### src/rtl/axi_lite_settings_bridge_pkg.sv
// Shared state encodings and AXI response codes for the AXI-Lite to
// settings-bus bridge.
package axi_lite_settings_bridge_pkg;

  typedef enum logic [1:0] {
    W_IDLE   = 2'd0,
    W_STROBE = 2'd1,
    W_RESP   = 2'd2
  } w_state_t;

  typedef enum logic [1:0] {
    R_IDLE   = 2'd0,
    R_STROBE = 2'd1,
    R_RESP   = 2'd2
  } r_state_t;

  localparam logic [1:0] RESP_OKAY   = 2'b00;
  localparam logic [1:0] RESP_SLVERR = 2'b10;

endpackage

### src/rtl/axi_lite_settings_bridge.sv
// AXI-Lite slave that turns single-beat writes/reads into one-cycle strobes
// on a simple settings bus. Write and read paths run as independent FSMs.
module axi_lite_settings_bridge
  import axi_lite_settings_bridge_pkg::*;
#(
  parameter int C_DATAWIDTH = 32,
  parameter int C_ADDRWIDTH = 32
) (
  input  logic                       clk,
  input  logic                       rst,

  input  logic [C_ADDRWIDTH-1:0]     s_axi_awaddr,
  input  logic                       s_axi_awvalid,
  output logic                       s_axi_awready,

  input  logic [C_DATAWIDTH-1:0]     s_axi_wdata,
  input  logic [C_DATAWIDTH/8-1:0]   s_axi_wstrb,
  input  logic                       s_axi_wvalid,
  output logic                       s_axi_wready,

  output logic [1:0]                 s_axi_bresp,
  output logic                       s_axi_bvalid,
  input  logic                       s_axi_bready,

  input  logic [C_ADDRWIDTH-1:0]     s_axi_araddr,
  input  logic                       s_axi_arvalid,
  output logic                       s_axi_arready,

  output logic [C_DATAWIDTH-1:0]     s_axi_rdata,
  output logic [1:0]                 s_axi_rresp,
  output logic                       s_axi_rvalid,
  input  logic                       s_axi_rready,

  output logic [C_DATAWIDTH-1:0]     set_data,
  output logic [C_ADDRWIDTH-1:0]     set_addr,
  output logic                       set_stb,

  output logic [C_ADDRWIDTH-1:0]     get_addr,
  output logic                       get_stb,
  input  logic [C_DATAWIDTH-1:0]     get_data
);

  w_state_t                w_state;
  r_state_t                r_state;
  logic                    aw_held;
  logic                    w_held;
  logic                    strb_ok;
  logic [C_ADDRWIDTH-1:0]  aw_addr_q;
  logic [C_DATAWIDTH-1:0]  w_data_q;

  logic                    aw_fire;
  logic                    w_fire;
  logic                    aw_now;
  logic                    w_now;
  logic                    strb_now;
  logic [C_ADDRWIDTH-1:0]  addr_now;
  logic [C_DATAWIDTH-1:0]  data_now;
  logic                    ar_fire;

  // A channel counts as held if it was captured earlier or is handshaking now.
  assign aw_fire  = s_axi_awvalid & s_axi_awready;
  assign w_fire   = s_axi_wvalid & s_axi_wready;
  assign aw_now   = aw_held | aw_fire;
  assign w_now    = w_held | w_fire;
  assign strb_now = w_fire ? (&s_axi_wstrb) : strb_ok;
  assign addr_now = aw_fire ? s_axi_awaddr : aw_addr_q;
  assign data_now = w_fire ? s_axi_wdata : w_data_q;
  assign ar_fire  = s_axi_arvalid & s_axi_arready;

  always_ff @(posedge clk) begin
    if (rst) begin
      w_state       <= W_IDLE;
      aw_held       <= 1'b0;
      w_held        <= 1'b0;
      strb_ok       <= 1'b0;
      aw_addr_q     <= '0;
      w_data_q      <= '0;
      s_axi_awready <= 1'b0;
      s_axi_wready  <= 1'b0;
      s_axi_bvalid  <= 1'b0;
      s_axi_bresp   <= RESP_OKAY;
      set_stb       <= 1'b0;
      set_addr      <= '0;
      set_data      <= '0;
    end else begin
      case (w_state)
        W_IDLE: begin
          if (aw_fire) begin
            aw_addr_q <= s_axi_awaddr;
            aw_held   <= 1'b1;
          end
          if (w_fire) begin
            w_data_q <= s_axi_wdata;
            strb_ok  <= &s_axi_wstrb;
            w_held   <= 1'b1;
          end
          if (aw_now && w_now) begin
            w_state       <= W_STROBE;
            s_axi_awready <= 1'b0;
            s_axi_wready  <= 1'b0;
            // Partial writes are refused: the downstream bus has no byte enables.
            set_stb       <= strb_now;
            if (strb_now) begin
              set_addr <= addr_now;
              set_data <= data_now;
            end
          end else begin
            s_axi_awready <= ~aw_now;
            s_axi_wready  <= ~w_now;
          end
        end
        W_STROBE: begin
          set_stb      <= 1'b0;
          s_axi_bvalid <= 1'b1;
          s_axi_bresp  <= strb_ok ? RESP_OKAY : RESP_SLVERR;
          w_state      <= W_RESP;
        end
        W_RESP: begin
          if (s_axi_bready) begin
            s_axi_bvalid  <= 1'b0;
            s_axi_bresp   <= RESP_OKAY;
            aw_held       <= 1'b0;
            w_held        <= 1'b0;
            s_axi_awready <= 1'b1;
            s_axi_wready  <= 1'b1;
            w_state       <= W_IDLE;
          end
        end
        default: begin
          w_state <= W_IDLE;
        end
      endcase
    end
  end

  // rdata is captured on the strobe edge, so get_data only needs to be valid
  // while get_stb is high.
  always_ff @(posedge clk) begin
    if (rst) begin
      r_state       <= R_IDLE;
      s_axi_arready <= 1'b0;
      s_axi_rvalid  <= 1'b0;
      s_axi_rresp   <= RESP_OKAY;
      s_axi_rdata   <= '0;
      get_stb       <= 1'b0;
      get_addr      <= '0;
    end else begin
      case (r_state)
        R_IDLE: begin
          if (ar_fire) begin
            get_addr      <= s_axi_araddr;
            get_stb       <= 1'b1;
            s_axi_arready <= 1'b0;
            r_state       <= R_STROBE;
          end else begin
            s_axi_arready <= 1'b1;
          end
        end
        R_STROBE: begin
          get_stb      <= 1'b0;
          s_axi_rdata  <= get_data;
          s_axi_rvalid <= 1'b1;
          s_axi_rresp  <= RESP_OKAY;
          r_state      <= R_RESP;
        end
        R_RESP: begin
          if (s_axi_rready) begin
            s_axi_rvalid  <= 1'b0;
            s_axi_arready <= 1'b1;
            r_state       <= R_IDLE;
          end
        end
        default: begin
          r_state <= R_IDLE;
        end
      endcase
    end
  end

endmodule

### config.mk
export PLATFORM = sky130hd
export DESIGN_NAME = axi_lite_settings_bridge
export DESIGN_NICKNAME = d
export VERILOG_FILES = /design/src/rtl/axi_lite_settings_bridge_pkg.sv /design/src/rtl/axi_lite_settings_bridge.sv
export SDC_FILE = /design/constraint.sdc
export NUM_CORES = 1
export LEC_CHECK = 0
export CAP_MARGIN = 20
export CORE_UTILIZATION = 46
export DETAILED_ROUTE_END_ITERATION = 10
export GPL_ROUTABILITY_DRIVEN = 0
export GPL_TIMING_DRIVEN = 0
export PLACE_DENSITY = 0.82
export REMOVE_ABC_BUFFERS = 1
export SLEW_MARGIN = 10
export SYNTH_ARGS = -nofsm -noshare
export SYNTH_HDL_FRONTEND = slang
export SYNTH_SLANG_ARGS = --single-unit
### constraint.sdc
create_clock -name clk -period 2.3 [get_ports clk]
set_clock_uncertainty 0.15 [all_clocks]
set_input_delay 0.46 -clock clk [delete_from_list [all_inputs] [get_ports clk]]
set_output_delay 0.46 -clock clk [all_outputs]
set_load 0.02 [all_outputs]
Yosys cells after proc, flatten, opt, wreduce, memory -nomap -nowiden:

Index checks and enable logic that the tools add are counted.

* register bits: 208
* input bits: 139
* output and inout bits: 139
* logic and storage cells: 89

* equal/unequal tests: 10
* multiplexer cells: 31
* bitwise gates (word level): 7
* reduce and logical (&&, ||, !) cells: 22

Operator list (number)
* 32-bit 2-to-1 mux: 2
* 1-bit one-hot mux with 2 select lines: 9
* 2-bit AND reduction: 9
* 1-bit 2-to-1 mux: 12
* 2-bit inequality test (second input constant): 6
* 2-bit one-hot mux with 3 select lines: 2
* 2-bit nonzero test: 6
* 2-bit 2-to-1 mux: 5
* 3-bit AND reduction: 3
* 2-bit by 1-bit == test with 1-bit output (second input constant): 2
* 2-bit == test (second input constant): 2
* 2-bit zero test: 2
* 2-bit one-hot mux with 2 select lines: 1
* 4-bit AND reduction: 1
* 1-bit bitwise AND: 3
* 1-bit NOT: 2
* 1-bit OR: 2
* 1-bit logical AND: 1

Logic depth before layout (Yosys ltp):

Gate-level depths: netlist (run 1).

* depth after elaboration: 5
* depth in mapped cells: 7
* mapped depth without buffers: 4

Least setup slack after synthesis (run 1):

OpenSTA, ideal clock, no wires.

* path type: reg2reg
* start point: register s_axi_wready
* end point: register set_data[0]
* library setup time: 0.089 ns
* data arrival time: 1.642 ns
* data required time: 2.061 ns
* path slack: 0.419 ns
* cell stages (with the launch flop): 8
* path buffers: 3
* period minus slack after synthesis: 1.881 ns
* cells stage by stage: dfxtp_1 -> and2_1 -> buf_6 -> mux2_4 -> and2_1 -> buf_6 -> buf_6 -> a311oi_2

* cells in the longest elaborated chain, start to end: 4
* elaborated cells on any way between the ends: 6
* those cells by class: mux (2); bitwise (2); reduce/logical (2)

Ends and longest elaborated chain
* start, declared: line axi_lite_settings_bridge.sv:19 `output logic s_axi_wready,`
* start signal, assigned: line axi_lite_settings_bridge.sv:109 `s_axi_wready <= ~w_now;`
* 1-bit bitwise AND *: line axi_lite_settings_bridge.sv:62 `assign w_fire = s_axi_wvalid & s_axi_wready;`
* 1-bit OR: line axi_lite_settings_bridge.sv:64 `assign w_now = w_held | w_fire;`
* 1-bit logical AND: line axi_lite_settings_bridge.sv:97 `if (aw_now && w_now) begin`
* 3-bit AND reduction (no line)
* end signal, assigned: line axi_lite_settings_bridge.sv:105 `set_data <= data_now;`
* end, declared: line axi_lite_settings_bridge.sv:34 `output logic [C_DATAWIDTH-1:0] set_data,`

Mark *: on every way between the ends. The rest lies on a longest branch, timed or not.
A chain may end at the register's enable or synchronous reset.

Final worst setup path (run 1):

* start point: input port s_axi_wvalid
* end point: register set_data[28]

* cells in the longest elaborated chain, start to end: 4
* elaborated cells on any way between the ends: 6
* those cells by class: mux (2); bitwise (2); reduce/logical (2)

Ends and longest elaborated chain
* start, declared: line axi_lite_settings_bridge.sv:18 `input logic s_axi_wvalid,`
* 1-bit bitwise AND *: line axi_lite_settings_bridge.sv:62
* 1-bit OR: line axi_lite_settings_bridge.sv:64
* 1-bit logical AND: line axi_lite_settings_bridge.sv:97
* 3-bit AND reduction (no line)

Marks and branches as above.

==> results of run 1 <==
synthesized netlist by cell type:
master / n
a211oi_1: 1
a211oi_2: 32
a21oi_1: 204
a311oi_1: 5
a311oi_2: 28
and2_1: 4
and4_1: 1
buf_1: 2
buf_2: 16
buf_4: 4
buf_6: 8
clkbuf_1: 57
conb_1: 1
dfxtp_1: 207
inv_1: 2
mux2_4: 1
mux2i_1: 32
nand2_1: 330
nand2b_1: 1
nand3b_1: 3
nand4bb_1: 1
nor2_1: 5
nor2_2: 1
nor2b_1: 2
nor3_1: 3
nor4bb_1: 1
o21ai_0: 5
o21bai_1: 1
o221a_2: 1
or3_1: 1
cell usage in the layout (no fill, tap or decap), types with 2 or more instances in the layout:
master / n
nand2_1: 329
a21oi_1: 204
clkbuf_1: 10
nor2_1: 5
buf_8: 4
a211oi_2: 32
clkbuf_8: 2
buf_16: 4
a311oi_1: 5
dfxtp_1: 207
nor3_1: 2
conb_1: 3
inv_1: 2
o21ai_0: 5
buf_4: 7
clkbuf_16: 24
a311oi_2: 28
buf_12: 3
mux2i_1: 32
buf_6: 4
nand3b_1: 3
and2_4: 4
clkdlybuf4s50_1: 273
final cells by class:
type	count	area, sq um	share of cell area (%)
clock buffers	35	641	5.36
clock inverters	2	35.0	0.293
inverters	2	7.51	0.0628
multi-input cells	669	3760	31.5
flip-flops and latches	207	4140	34.7
well taps	225	282	2.35
repair buffers	296	3090	25.8
per-layer routing:
layer  GRT usage (%)  part of all wire [%]  wire length (um)
met1            29.5                    41              9760
met5               0                 0.055                13
met3            6.70                   7.5              1780
met2            42.7                    49             11500
met4            6.24                   2.1               497
sequential cells by signal (all words and copies together), names as in the netlist:
register / cells
aw_addr_q: 32
get_addr: 32
s_axi_rdata: 32
set_addr: 32
set_data: 32
w_data_q: 32
r_state: 2
w_state: 2
aw_held: 1
get_stb: 1
s_axi_arready: 1
s_axi_awready: 1
s_axi_bresp: 1
s_axi_bvalid: 1
s_axi_rvalid: 1
s_axi_wready: 1
set_stb: 1
strb_ok: 1
w_held: 1
where the power goes:
group / total [mW] / internal [mW] / switching, mW / leakage (nW)
Clock: 3.38 / 2.01 / 1.37 / 0.328
Combinational: 1.18 / 0.554 / 0.626 / 1.93
Sequential: 3.81 / 3.72 / 0.0822 / 1.68
logic make-up (layout without fill, tap and decap cells):
| family | count (synthesis) | after routing | synth area share, % |
|---|---|---|---|
| AND/OR/NAND/NOR | 353 | 355 | 16.8 |
| AO/OA/AOI/OAI | 277 | 278 | 23.5 |
| flip-flops | 207 | 207 | 50.3 |
| buffers and inverters | 89 | 335 | 5.21 |
| multiplexers | 33 | 33 | 4.07 |
| other | 1 | 3 | 0.0456 |
metrics by stage:
step | setup WS (ns) | setup TNS [ns] | util [%] | cell area, sq um
after global routing | 0.0135 | 0 | 68.9 | 12000
after global placement | -5.76 | -1105.47 | 62.5 | 10800
final | 0.0435 | 0 | 68.9 | 12000
after detailed placement | -1.60 | -127.50 | 64.1 | 11100
after CTS | 0.0243 | 0 | 68.5 | 11900
after floorplan | -3.05 | -285.40 | - | 7820
worst max-delay path by stage:
stage | endpoint | slack (ns) | depth (start not counted)
2_1_floorplan | set_data[0]$_SDFFE_PP0P_ | -3.05 | 4
3_3_place_gp | s_axi_bresp[1]$_SDFFE_PP0P_ | -5.76 | 3
3_5_place_dp | set_data[6]$_SDFFE_PP0P_ | -1.60 | 6
4_1_cts | set_data[6]$_SDFFE_PP0P_ | 0.02 | 7
5_1_grt | set_data[10]$_SDFFE_PP0P_ | 0.01 | 6
6_report | set_data[28]$_SDFFE_PP0P_ | 0.04 | 6
worst max-delay path: cells and delay by family:
kind / cells / cell delay, ns
AND/OR/NAND/NOR: 2 / 0.49
multiplexers: 1 / 0.56
AO/OA/AOI/OAI: 1 / 0.25
buffers and inverters: 2 / 0.70
repair_timing:
item                       in CTS  in global routing
setup endpoints to repair     100                 13
setup buffers                   4                  3
hold buffers                    0                  0
resized for setup               6                  2
cloned                          3                  1
pin swaps                       3                  1
==> results.cfg, run 1 <==
[power]
finalPower_mw = 8.36
ir_drop_uv = 541
pwr_density_cell_nw_per_um2 = 699
leakage_nw = 3.93

[cells_and_area]
layout-drive-gt1-share_pct = 10.2
fill_cells = 1411
antenna-diode-count = 0
fin_nets = 1337
fin_cells = 1436
synthToLayoutAreaGrowth_pct = 45.3

[synth]
synth.top_cells.by_area = dfxtp_1, nand2_1, a21oi_1
yosys.area.top_type = dfxtp_1
synth_seq_area_share_pct = 50.3
avgSynthCellArea_sq_um = 8.57
synth_warnings = 0
yosys.cell_types.count = 30
synth-seq-cells = 207
syn_area_sq_um = 8230
synth_cells = 960
synth_top_area_share_pct = 50.3

[detailed_routing]
vias_per_cell = 5.22
routed_wl_um = 23600
drt-pass1-iter-count = 5
ant_nets = 0
drtIter0Drc = 490
wl_per_cell_um = 16.4
num_vias = 7497
route.detailed.drc = 0

[timing]
grt_setup_unrepaired = false
worst_pin_slew_ns = 0.890
setup_violations = 0
drv_slew = 0
hold_ws_ns = 0.293
layout_min_cycle_time_ns = 2.26
finalCritPeriodShare_pct = 98.1
slew_headroom_pct = 40.7
hold_violations = 0
max_freq_mhz = 443

[critical_path]
path_max_fanout = 67
timing.rr.start = s_axi_wready$_SDFFE_PP0P_
start_kind = input port
worstSetupPathType = input port to flip-flop
crit_slowest_cell = mux2_8
required_ns = 2.54
r2r_cells = 5
r2r-end = set_data[28]$_SDFFE_PP0P_
path_cells = clkdlybuf4s50_1 > and2_4 > mux2_8 > and2_4 > buf_12 > a311oi_1
worst_path_largest_cell_delay_ns = 0.56
end_kind = flip-flop
crit_start = s_axi_wvalid
crit_path_frequent_cell = and2_4
r2r_slack_ns = 0.11
critPathArrivalTime_ns = 2.50

[placed_design]
dp_hpwl_um = 14400
dp.cells = 1388
numPortBuffers = 274

[grt]
overflow = 0
grt_max_degree = 106
grt_pass1_wl_um = 36000
grt_util_all_layers_pct = 24.5
grt_pass1_vias = 7002
antenna_found_initial = 1

[clock_network]
cts_root_buf = clkbuf_16
h-tree-depth = 1
clock_path_buffers = 3
clk_latency_ns = 0.49
cts.clk_slew.worst_paths_ns = 0.06
cts_sinks = 207
numCtsBuffers = 22
cts_tree = done

[run_status]
status = complete, no violations

[floorplan]
dieArea_sq_um = 18400
rows = 48
dieHeight_um = 136
start_util_pct = 47.4
die_w_um = 136
io_pins = 278
core_area_sq_um = 17400

[worst_hold_path]
min_delay_path_depth = 2
hold_path_class = input port to flip-flop
worst_hold_path.endpoint = get_addr[12]$_SDFFE_PP0P_
worstHoldStart = rst

[flow_run]
drv_cap = 0
No activity file was read; power rests on OpenSTA's default activity.
==> inputs of run 2 (changes only) <==
Settings changed: GPL_ROUTABILITY_DRIVEN 0 to 1.
==> results of run 2 <==
The final DEF is identical to that of run 1; final timing and power are the same.
